### src/rtl/regfile_access_sequencer.sv
// Sequences the 16x32 register bank for the calculator datapath: arbitrates an
// operation port (read Rn/Rm, ALU, write Rd) and a display readback port.
module regfile_access_sequencer #(
  parameter int DATA_W = 32,
  parameter int ADDR_W = 4,
  parameter int OP_W   = 4
) (
  input  logic              clk,
  input  logic              rst,
  input  logic              cmd_valid,
  input  logic [OP_W-1:0]   cmd_op,
  input  logic [ADDR_W-1:0] cmd_rd,
  input  logic [ADDR_W-1:0] cmd_rn,
  input  logic [ADDR_W-1:0] cmd_rm,
  input  logic              cmd_imm_sel,
  input  logic [DATA_W-1:0] cmd_imm,
  input  logic              cmd_no_wb,
  output logic              cmd_ack,
  output logic              cmd_done,
  output logic [DATA_W-1:0] cmd_result,
  input  logic              dsp_req,
  input  logic [ADDR_W-1:0] dsp_addr,
  output logic              dsp_ack,
  output logic              dsp_valid,
  output logic [DATA_W-1:0] dsp_data,
  output logic [ADDR_W-1:0] rf_a1,
  output logic [ADDR_W-1:0] rf_a2,
  output logic [ADDR_W-1:0] rf_a3,
  output logic [DATA_W-1:0] rf_wd3,
  output logic              rf_we3_n,
  input  logic [DATA_W-1:0] rf_rd1,
  input  logic [DATA_W-1:0] rf_rd2,
  output logic [DATA_W-1:0] alu_a,
  output logic [DATA_W-1:0] alu_b,
  output logic [OP_W-1:0]   alu_op,
  input  logic [DATA_W-1:0] alu_result
);

  localparam logic [2:0] S_IDLE    = 3'd0;
  localparam logic [2:0] S_RD_ADDR = 3'd1;
  localparam logic [2:0] S_RD_WAIT = 3'd2;
  localparam logic [2:0] S_EXEC    = 3'd3;
  localparam logic [2:0] S_WR      = 3'd4;
  localparam logic [2:0] S_RESP    = 3'd5;

  logic [2:0]        state_q, state_d;
  logic              rr_q, rr_d;        // 0: operation port preferred on conflict
  logic              sel_q, sel_d;      // 1: current transaction is a display read
  logic [OP_W-1:0]   op_q, op_d;
  logic [ADDR_W-1:0] rd_q, rd_d;
  logic              imm_sel_q, imm_sel_d;
  logic [DATA_W-1:0] imm_q, imm_d;
  logic              no_wb_q, no_wb_d;
  logic              cmd_ack_q, cmd_ack_d;
  logic              cmd_done_q, cmd_done_d;
  logic [DATA_W-1:0] cmd_result_q, cmd_result_d;
  logic              dsp_ack_q, dsp_ack_d;
  logic              dsp_valid_q, dsp_valid_d;
  logic [DATA_W-1:0] dsp_data_q, dsp_data_d;
  logic [ADDR_W-1:0] rf_a1_q, rf_a1_d;
  logic [ADDR_W-1:0] rf_a2_q, rf_a2_d;
  logic [ADDR_W-1:0] rf_a3_q, rf_a3_d;
  logic [DATA_W-1:0] rf_wd3_q, rf_wd3_d;
  logic              rf_we3_n_q, rf_we3_n_d;
  logic [DATA_W-1:0] alu_a_q, alu_a_d;
  logic [DATA_W-1:0] alu_b_q, alu_b_d;
  logic [OP_W-1:0]   alu_op_q, alu_op_d;
  logic              grant_cmd_s, grant_dsp_s;

  // Round-robin grant decision between the two requesters.
  always_comb begin
    grant_cmd_s = 1'b0;
    grant_dsp_s = 1'b0;
    if (cmd_valid && dsp_req) begin
      grant_cmd_s = ~rr_q;
      grant_dsp_s = rr_q;
    end else begin
      grant_cmd_s = cmd_valid;
      grant_dsp_s = dsp_req;
    end
  end

  // Next-state and registered-output logic.
  always_comb begin
    state_d      = state_q;
    rr_d         = rr_q;
    sel_d        = sel_q;
    op_d         = op_q;
    rd_d         = rd_q;
    imm_sel_d    = imm_sel_q;
    imm_d        = imm_q;
    no_wb_d      = no_wb_q;
    cmd_ack_d    = 1'b0;
    cmd_done_d   = 1'b0;
    cmd_result_d = cmd_result_q;
    dsp_ack_d    = 1'b0;
    dsp_valid_d  = 1'b0;
    dsp_data_d   = dsp_data_q;
    rf_a1_d      = rf_a1_q;
    rf_a2_d      = rf_a2_q;
    rf_a3_d      = rf_a3_q;
    rf_wd3_d     = rf_wd3_q;
    rf_we3_n_d   = 1'b1;
    alu_a_d      = alu_a_q;
    alu_b_d      = alu_b_q;
    alu_op_d     = alu_op_q;
    case (state_q)
      S_IDLE: begin
        if (cmd_valid && dsp_req) begin
          rr_d = ~rr_q;
        end else begin
          rr_d = rr_q;
        end
        if (grant_cmd_s) begin
          cmd_ack_d = 1'b1;
          sel_d     = 1'b0;
          op_d      = cmd_op;
          rd_d      = cmd_rd;
          imm_sel_d = cmd_imm_sel;
          imm_d     = cmd_imm;
          no_wb_d   = cmd_no_wb;
          rf_a1_d   = cmd_rn;
          rf_a2_d   = cmd_rm;
          state_d   = S_RD_ADDR;
        end else if (grant_dsp_s) begin
          dsp_ack_d = 1'b1;
          sel_d     = 1'b1;
          rf_a1_d   = dsp_addr;
          state_d   = S_RD_ADDR;
        end else begin
          state_d = S_IDLE;
        end
      end
      S_RD_ADDR: state_d = S_RD_WAIT;
      S_RD_WAIT: begin
        // Bank data for the addresses driven in RD_ADDR is now on rf_rd1/rf_rd2.
        if (!sel_q) begin
          alu_a_d  = rf_rd1;
          alu_b_d  = imm_sel_q ? imm_q : rf_rd2;
          alu_op_d = op_q;
        end else begin
          alu_a_d = alu_a_q;
        end
        state_d = S_EXEC;
      end
      S_EXEC: begin
        if (sel_q) begin
          dsp_data_d  = rf_rd1;
          dsp_valid_d = 1'b1;
          state_d     = S_RESP;
        end else if (no_wb_q) begin
          cmd_result_d = alu_result;
          cmd_done_d   = 1'b1;
          state_d      = S_RESP;
        end else begin
          rf_a3_d    = rd_q;
          rf_wd3_d   = alu_result;
          rf_we3_n_d = 1'b0;
          state_d    = S_WR;
        end
      end
      S_WR: begin
        cmd_result_d = rf_wd3_q;
        cmd_done_d   = 1'b1;
        state_d      = S_RESP;
      end
      S_RESP:  state_d = S_IDLE;
      default: state_d = S_IDLE;
    endcase
  end

  // State and output registers; reset also forces the write enable inactive.
  always_ff @(posedge clk or posedge rst) begin
    if (rst) begin
      state_q      <= S_IDLE;
      rr_q         <= 1'b0;
      sel_q        <= 1'b0;
      op_q         <= '0;
      rd_q         <= '0;
      imm_sel_q    <= 1'b0;
      imm_q        <= '0;
      no_wb_q      <= 1'b0;
      cmd_ack_q    <= 1'b0;
      cmd_done_q   <= 1'b0;
      cmd_result_q <= '0;
      dsp_ack_q    <= 1'b0;
      dsp_valid_q  <= 1'b0;
      dsp_data_q   <= '0;
      rf_a1_q      <= '0;
      rf_a2_q      <= '0;
      rf_a3_q      <= '0;
      rf_wd3_q     <= '0;
      rf_we3_n_q   <= 1'b1;
      alu_a_q      <= '0;
      alu_b_q      <= '0;
      alu_op_q     <= '0;
    end else begin
      state_q      <= state_d;
      rr_q         <= rr_d;
      sel_q        <= sel_d;
      op_q         <= op_d;
      rd_q         <= rd_d;
      imm_sel_q    <= imm_sel_d;
      imm_q        <= imm_d;
      no_wb_q      <= no_wb_d;
      cmd_ack_q    <= cmd_ack_d;
      cmd_done_q   <= cmd_done_d;
      cmd_result_q <= cmd_result_d;
      dsp_ack_q    <= dsp_ack_d;
      dsp_valid_q  <= dsp_valid_d;
      dsp_data_q   <= dsp_data_d;
      rf_a1_q      <= rf_a1_d;
      rf_a2_q      <= rf_a2_d;
      rf_a3_q      <= rf_a3_d;
      rf_wd3_q     <= rf_wd3_d;
      rf_we3_n_q   <= rf_we3_n_d;
      alu_a_q      <= alu_a_d;
      alu_b_q      <= alu_b_d;
      alu_op_q     <= alu_op_d;
    end
  end

  assign cmd_ack    = cmd_ack_q;
  assign cmd_done   = cmd_done_q;
  assign cmd_result = cmd_result_q;
  assign dsp_ack    = dsp_ack_q;
  assign dsp_valid  = dsp_valid_q;
  assign dsp_data   = dsp_data_q;
  assign rf_a1      = rf_a1_q;
  assign rf_a2      = rf_a2_q;
  assign rf_a3      = rf_a3_q;
  assign rf_wd3     = rf_wd3_q;
  assign rf_we3_n   = rf_we3_n_q;
  assign alu_a      = alu_a_q;
  assign alu_b      = alu_b_q;
  assign alu_op     = alu_op_q;

endmodule
### config.mk
export PLATFORM = sky130hd
export DESIGN_NAME = regfile_access_sequencer
export DESIGN_NICKNAME = d
export VERILOG_FILES = /design/src/rtl/regfile_access_sequencer.sv
export SDC_FILE = /design/constraint.sdc
export NUM_CORES = 1
export LEC_CHECK = 0
export ABC_AREA = 1
export CAP_MARGIN = 20
export CORE_MARGIN = 4
export CORE_UTILIZATION = 46
export CTS_CLUSTER_SIZE = 30
export DETAILED_ROUTE_END_ITERATION = 7
export PLACE_DENSITY = 0.81
export SETUP_SLACK_MARGIN = 0.3
export SLEW_MARGIN = 20
export SYNTH_ARGS = -nofsm -noshare
export SYNTH_HDL_FRONTEND = slang
export SYNTH_SLANG_ARGS = --single-unit
### constraint.sdc
create_clock -name clk -period 8.9 [get_ports clk]
set_clock_uncertainty 0.2 [all_clocks]
set_input_delay 1.78 -clock clk [delete_from_list [all_inputs] [get_ports clk]]
set_output_delay 1.78 -clock clk [all_outputs]
set_load 0.05 [all_outputs]
==> reports/qor.yml, run 1 <==
die:
  io_pins: 335
  fp.dieW_um: 153
  die-area_um2: 23400
  core_um2: 20400
  initial_core_util: 0.474
  die_h_um: 153
  rows: 52
timing:
  fin_crit_ps: 4110
  slew_headroom: 0.319
  timing.hold.ws_ps: 277
  maxSlewViolCount: 0
  tightest_slew_ps: 1020
  fin_crit_sh: 0.462
  fmax_mhz: 243
  fin_setup_tns_ps: 0
  final-setup-viol-count: 0
  hold_viol: 0
  layout_setup_ws_ps: 4790
  rsz0062_at_grt: "false"
pwr:
  leakagePower_nw: 7.09
  power_density_nw_per_um2: 457
  total_power_mw: 6.39
  ir_drop_uv: 226
finish:
  layout.cells.non_filler: 1788
  drive_gt1_frac: 0.0449
  fin_nets: 1652
  syn2layout_area_growth_pct: 44.6
  fin_util: 0.685
  fin_area_um2: 14000
placed_design:
  placed_area_um2: 13100
  dp_hpwl_mm: 20.1
  port_buffers: 334
  place_ws_ps: 4260
  dpl.cell_count: 1742
  routabilityCongestion: 0.822
clocking:
  hold_buffers: 0
  clk_latency_ps: 500
  clkSinkCount: 228
  cts.repair.resized: 0
  ctsLongestPathBuffers: 3
  h-tree-depth: 1
  tritoncts: "done"
  clk_pin_slew_ps: 60
  post-cts-setup-buffers: 0
  cts_made_buffers: 24
  root_buffer: "clkbuf_16"
synth:
  synth.net_count: 1348
  syn_area_um2: 9670
  yosys_warnings: 0
  avgSynthCellArea_um2: 8.10
  synth_top_area_share: 0.587
  seq_area_frac_synth: 0.590
  synth_largest_area_cell: "dfrtp_1"
  syn_inst: 1194
  synth_cell_types: 19
  ys_ff_latch: 228
  synthTopCellsByArea: "dfrtp_1 59%, nand2_1 26%, nand3_1 5.4%"
detailed_routing:
  final_antenna_net_count: 0
  viasPerCell: 5.10
  wirelength_mm: 30.1
  firstDrtPassIters: 5
  vias: 9114
  drt_iter0_drc: 543
  drc: 0
  detail_route.wl_per_cell_um: 16.8
worst_setup_path:
  cp.depth: 7
  r2r_start: "state_q[0]"
  arrival_ps: 4360
  critPathTopFamily: "buffers and inverters"
  reg2reg_depth: 7
  r2r_slack_ps: 6130
  end_kind: "register"
  crit_buf_inv: 3
  worstPathCellList: "clkdlybuf4s50_1, inv_1, a21oi_4, nand2_2, inv_2, nand2_1, nand2_1"
  r2r-end: "imm_q[8]"
  worstPathRequired_ps: 9150
  slowest_stage: "inv_2"
  cp-start-kind: "input port"
  cpPeakStageDelay_ps: 860
  cpMostUsedCell: "nand2_1"
  worstPathMaxFanout: 47
  worst-setup-path-type: "input port to register"
run_status:
  status: "finished, final reports clean"
grt:
  grt_pass1_wl_mm: 48.6
  grt_use_total: 0.251
  gr-total-overflow: 0
  grt_pass1_vias: 9087
  antenna_found_initial: 2
  grt_max_degree: 112
hold_path:
  hold_depth: 2
  hold_end: "alu_b[28]"
  hp-start: "alu_b[28]"
  min_path_type: "register to register"
run:
  drv_cap: 0
cells in the final DEF (no fill, tap or decap), types with 2 or more instances in the layout:
cell	synthesis	layout
o21ai_1	10	10
clkbuf_16	0	25
nand3b_1	4	4
o21ai_0	42	42
nand2_2	3	4
clkinv_2	0	3
nor2_1	7	7
nor2_2	4	4
nand2_1	666	665
buf_4	4	11
dfrtp_1	227	226
inv_1	53	52
clkdlybuf4s50_1	0	334
nand3_1	104	104
diode_2	0	2
clkinvlp_4	0	2
inv_2	3	3
clkbuf_1	27	3
clkbuf_8	0	6
bufinv_16	0	4
how the worst max path moves through the flow:
stage / startpoint / slack, ps / endpoint
2_1_floorplan: rst / 670 / alu_a[0]
3_3_place_gp: cmd_valid / 4360 / imm_sel_q
3_5_place_dp: cmd_valid / 4260 / imm_q[8]
4_1_cts: cmd_valid / 4800 / imm_q[8]
5_1_grt: cmd_valid / 4530 / imm_q[12]
6_report: cmd_valid / 4790 / imm_q[8]
where the power goes:
| part | switching [mW] | total, mW | internal (mW) |
|---|---|---|---|
| Combinational | 2.36 | 3.41 | 1.05 |
| Clock | 0.414 | 1.09 | 0.679 |
| Sequential | 0.346 | 1.89 | 1.54 |
| Total | 3.12 | 6.39 | 3.27 |
per-layer routing:
metal,share of wire,routed length [um],track usage
met5,0,0,0
met4,0.042,1270,0.0972
met3,0.085,2560,0.0662
met2,0.49,14600,0.420
met1,0.39,11600,0.313
synthesized netlist by cell type:
library cell  count
a21oi_4           1
buf_2            31
nor2_2            4
o21ai_1          10
nor2_1            7
inv_2             3
nand2_1         666
nand3_1         104
nand3b_2          1
dfrtp_1         227
buf_6             5
dfstp_2           1
nand4_1           1
nand2_2           3
nand3b_1          4
buf_4             4
clkbuf_1         27
inv_1            53
o21ai_0          42
final cells by class:
class / count / area [um2]
multi-input combinational: 843 / 3420
sequential: 228 / 5710
timing repair buffer: 345 / 3430
tap: 270 / 338
antenna: 2 / 5.00
inverter: 56 / 218
clock inverter: 10 / 159
clock buffer: 34 / 719
fill: 1666 / 6440
worst reg2reg max path, delay by kind of cell (launching register included):
family        cells  cell delay, ps
flops             1             400
buf+inv           2             970
simple gates      5            1120
flip-flops by register name, summed over array words and instances, names as in the netlist, 3 cells and up:
| signal | flops |
|---|---|
| alu_a | 32 |
| rf_a3 | 4 |
| alu_op | 4 |
| rf_a2 | 4 |
| rf_a1 | 4 |
| rf_wd3 | 32 |
| op_q | 4 |
| cmd_result | 32 |
| rd_q | 4 |
| alu_b | 32 |
| dsp_data | 32 |
| state_q | 3 |
| imm_q | 32 |
cells by family (layout without fill, tap and decap cells):
| logic type | count (synthesis) | count (layout) | synth area share |
|---|---|---|---|
| AND/OR/NAND/NOR | 790 | 790 | 0.324 |
| AO/OA/AOI/OAI | 53 | 53 | 0.0286 |
| buffers and inverters | 123 | 445 | 0.0572 |
| other | 0 | 2 | 0 |
| flip-flops | 228 | 228 | 0.590 |
Note: power is estimated with default switching activity, not from simulation.
==> run 2, diff against run 1 <==
- clock period: 8.9 -> 3.8 ns (I/O delays scaled with it)
==> reports/qor.yml, run 2 (synthesis results as in run 1) <==
hold_path:
  hp-start: "rf_a3[2]"
  hold_depth: 2
  min_path_type: "register to register"
  hold_end: "rf_a3[2]"
die:
  die-area_um2: 23400
  io_pins: 335
  fp.dieW_um: 153
  rows: 52
  core_um2: 20400
  die_h_um: 153
  initial_core_util: 0.474
finish:
  final_common_cell: "nand2_1"
  drive_gt1_frac: 0.0436
  syn2layout_area_growth_pct: 44.7
  layout.cells.non_filler: 1788
  layout_common_cells: "665 x nand2_1, 334 x clkdlybuf4s50_1, 226 x dfrtp_1"
  fin_nets: 1653
timing:
  slew_headroom: 0.336
  fmax_mhz: 359
  maxSlewViolCount: 0
  final-setup-viol-count: 0
  rsz0062_at_grt: "false"
  fin_crit_sh: 0.732
  hold_viol: 0
  fin_crit_ps: 2780
  tightest_slew_ps: 996
pwr:
  leakagePower_nw: 7.08
  power_density_nw_per_um2: 1070
  ir_drop_uv: 591
  total_power_mw: 15.0
clocking:
  clk_pin_slew_ps: 60
  tritoncts: "done"
  hold_buffers: 0
  cts_made_buffers: 25
  clk_latency_ps: 510
  root_buffer: "clkbuf_16"
  cts.repair.resized: 0
  clkSinkCount: 228
  h-tree-depth: 1
  ctsLongestPathBuffers: 3
  post-cts-setup-buffers: 0
detailed_routing:
  detail_route.wl_per_cell_um: 16.7
  final_antenna_net_count: 0
  drt_iter0_drc: 514
  wirelength_mm: 29.9
  viasPerCell: 5.04
  firstDrtPassIters: 6
  drc: 0
  vias: 9010
run_status:
  status: "finished, final reports clean"
worst_setup_path:
  worst-setup-path-type: "register to output port"
  worstPathRequired_ps: 2840
  r2r_start: "state_q[2]"
  cp-start-kind: "register"
  r2r_slack_ps: 1530
  cpPeakStageDelay_ps: 790
  slowest_stage: "clkdlybuf4s50_1"
  reg2reg_depth: 5
  cp.depth: 1
  r2r-end: "alu_a[28]"
  worstPathCellList: "clkdlybuf4s50_1"
  end_kind: "output port"
  crit_buf_inv: 1
  critPathTopFamily: "buffers and inverters"
  arrival_ps: 1820
  worstPathMaxFanout: 1
grt:
  grt_pass1_wl_mm: 47.8
  grt_max_degree: 152
  gr-total-overflow: 0
  grt_use_total: 0.249
  grt_pass1_vias: 9033
  antenna_found_initial: 3
placed_design:
  dpl.cell_count: 1742
  port_buffers: 334
  routabilityCongestion: 0.819
  dp_hpwl_mm: 20.0
run:
  drv_cap: 0
-- run 2: how the worst max path moves through the flow --
| stage | from | end | slack, ps |
|---|---|---|---|
| 2_1_floorplan | rst | alu_a[0] | -140 |
| 3_3_place_gp | cmd_valid | imm_sel_q | 1050 |
| 3_5_place_dp | cmd_valid | imm_q[15] | 940 |
| 4_1_cts | rf_we3_n | rf_we3_n | 1000 |
| 5_1_grt | rf_we3_n | rf_we3_n | 990 |
| 6_report | rf_we3_n | rf_we3_n | 1020 |
-- run 2: layout make-up --
class,instances,area (um2)
antenna,3,7.51
clock buffer,34,709
clock inverter,9,148
fill,1644,6430
inverter,56,216
multi-input combinational,843,3420
sequential,228,5710
tap,270,338
timing repair buffer,345,3450
-- run 2: routing by layer --
metal / global-route usage / vias to the layer above / wire, um
met5: 0 / - / 0
met4: 0.101 / 0 / 1230
met3: 0.0667 / 74 / 2670
met2: 0.413 / 415 / 14400
met1: 0.311 / 4232 / 11600
li1: - / 4289 / -
-- run 2: report_power, final --
| group | internal, mW | switching [mW] | leakage, nW |
|---|---|---|---|
| clock network | 1.57 | 0.970 | 0.421 |
| logic | 2.46 | 5.54 | 3.84 |
| registers | 3.61 | 0.804 | 2.82 |
-- run 2: through the flow --
| stage | instance area [um2] | TNS, ps | hold slack [ps] | utilization | setup slack (ps) |
|---|---|---|---|---|---|
| 6_report | 14000 | 0 | 270 | 0.685 | 1020 |
| 5_1_grt | 14000 | 0 | 292 | 0.685 | 993 |
| 4_1_cts | 14000 | 0 | 277 | 0.685 | 1000 |
| 3_5_place_dp | 13100 | 0 | 261 | 0.643 | 940 |
| 3_3_place_gp | 13100 | 0 | 255 | 0.643 | 1050 |
| 2_1_floorplan | 9680 | -31590 | 242 | - | -139 |
==> run 3, diff against run 2 <==
- clock period: 3.8 -> 2.75 ns (I/O delays scaled with it)
==> reports/qor.yml, run 3 (synthesis results as in run 1) <==
pwr:
  total_power_mw: 20.0
  ir_drop_uv: 634
  leakagePower_nw: 7.92
  power_density_nw_per_um2: 1430
finish:
  multiInputGateArea_um2: 3420
  drive_gt1_frac: 0.0473
  layout_common_cells: "665 x nand2_1, 226 x dfrtp_1, 172 x clkdlybuf4s50_1"
  regArea_um2: 5710
  fillCellCount: 1669
  fin_nets: 1659
  final_common_cell: "nand2_1"
  fin_area_um2: 14000
  syn2layout_area_growth_pct: 45.0
  layout.cells.non_filler: 1795
timing:
  hold_viol: 0
  fin_crit_ps: 2420
  maxSlewViolCount: 0
  fin_crit_sh: 0.880
  slew_headroom: 0.327
  final-setup-viol-count: 0
  layout_setup_ws_ps: 330
  rsz0062_at_grt: "false"
  tightest_slew_ps: 1010
  fmax_mhz: 413
clocking:
  clkSinkCount: 228
  hold_buffers: 0
  ctsLongestPathBuffers: 3
  root_buffer: "clkbuf_16"
  post-cts-setup-buffers: 0
  h-tree-depth: 1
  tritoncts: "done"
  clk_latency_ps: 520
  clk_pin_slew_ps: 60
  cts_made_buffers: 25
placed_design:
  placed_area_um2: 13200
  dp_hpwl_mm: 20.5
  routabilityCongestion: 0.844
  dpl.cell_count: 1748
  port_buffers: 334
  place_ws_ps: 445
grt:
  grt_pass1_vias: 9356
  grt_use_total: 0.253
  grt_pass1_wl_mm: 49.0
  grt_use_met3: 0.0662
  gr-usage-met1: 0.313
  antenna_found_initial: 2
  grt_max_degree: 87
  top_usage_layer: "met2"
  use_met2: 0.425
  gr-total-overflow: 0
detailed_routing:
  wirelength_mm: 30.5
  firstDrtPassIters: 5
  final_antenna_net_count: 0
  drc: 0
  drt_iter0_drc: 625
  detail_route.wl_per_cell_um: 17.0
  vias: 9069
  viasPerCell: 5.05
hold_path:
  min_path_type: "register to register"
  hp-start: "rf_a3[2]"
worst_setup_path:
  worst-setup-path-type: "register to output port"
  worstPathCellList: "clkdlybuf4s50_1"
  critPathTopFamily: "buffers and inverters"
  end_kind: "output port"
  worstPathMaxFanout: 2
  cpPeakStageDelay_ps: 820
  r2r_start: "state_q[0]"
  slowest_stage: "clkdlybuf4s50_1"
  crit_buf_inv: 1
  arrival_ps: 1670
  crit_start: "alu_a[30]"
  worstPathRequired_ps: 2000
  cp-start-kind: "register"
run_status:
  status: "finished, final reports clean"
die:
  initial_core_util: 0.474
  fp.dieW_um: 153
  die_h_um: 153
  die-area_um2: 23400
  io_pins: 335
  rows: 52
  core_um2: 20400
run:
  drv_cap: 0
-- run 3: report_power, final --
group,switching (mW),internal (mW),leakage (nW),total [mW]
Sequential,1.09,4.99,2.82,6.08
Combinational,7.67,2.84,4.68,10.5
Clock,1.35,2.09,0.418,3.44
Total,10.1,9.92,7.92,20.0
-- run 3: worst paths after layout --
| check | end | slack [ps] | depth (start not counted) |
|---|---|---|---|
| setup / recovery | alu_a[30] | 330 | 1 |
| max in group asynchronous | rf_wd3[0] | 1560 | 3 |
| setup reg to reg | cmd_result[4] | 600 | 7 |
| hold / removal | rf_a3[2] | 260 | 2 |
| min in group asynchronous | alu_a[28] | 380 | 3 |
| hold reg to reg | rf_a3[2] | 260 | 2 |
-- run 3: cell type report --
class,instances,share of cell area
Tap cell,270,0.0241
Inverter,56,0.0153
Clock buffer,36,0.0511
Multi-Input combinational cell,843,0.244
Antenna cell,2,0.000357
Timing Repair Buffer,351,0.250
Sequential cell,228,0.407
Clock inverter,9,0.00910
-- run 3: metal layers --
metal	wire (um)	vias to the layer above	part of all wire
met2	14700	362	0.48
met1	12000	4341	0.39
met3	2410	82	0.079
met5	0	-	0
li1	-	4284	-
met4	1340	0	0.044
-- run 3: timing repair --
item                                    in CTS  in global routing
endpoints found under the setup margin     116                 46
resized for setup                          116                 46
pin swaps                                    0                  0
-- run 3: tightest hold or removal path, delay by kind of cell (launching register included) --
kind	cells	cell delay [ps]
AND/OR/NAND/NOR	2	100
flip-flops	1	340
-- run 3: stage by stage --
stage,hold slack [ps],TNS [ps],util
final,264,0,0.687
after global routing,291,0,0.687
after CTS,268,0,0.681
after detailed placement,258,0,0.647
after global placement,254,0,0.647
after floorplan,242,-222480,-
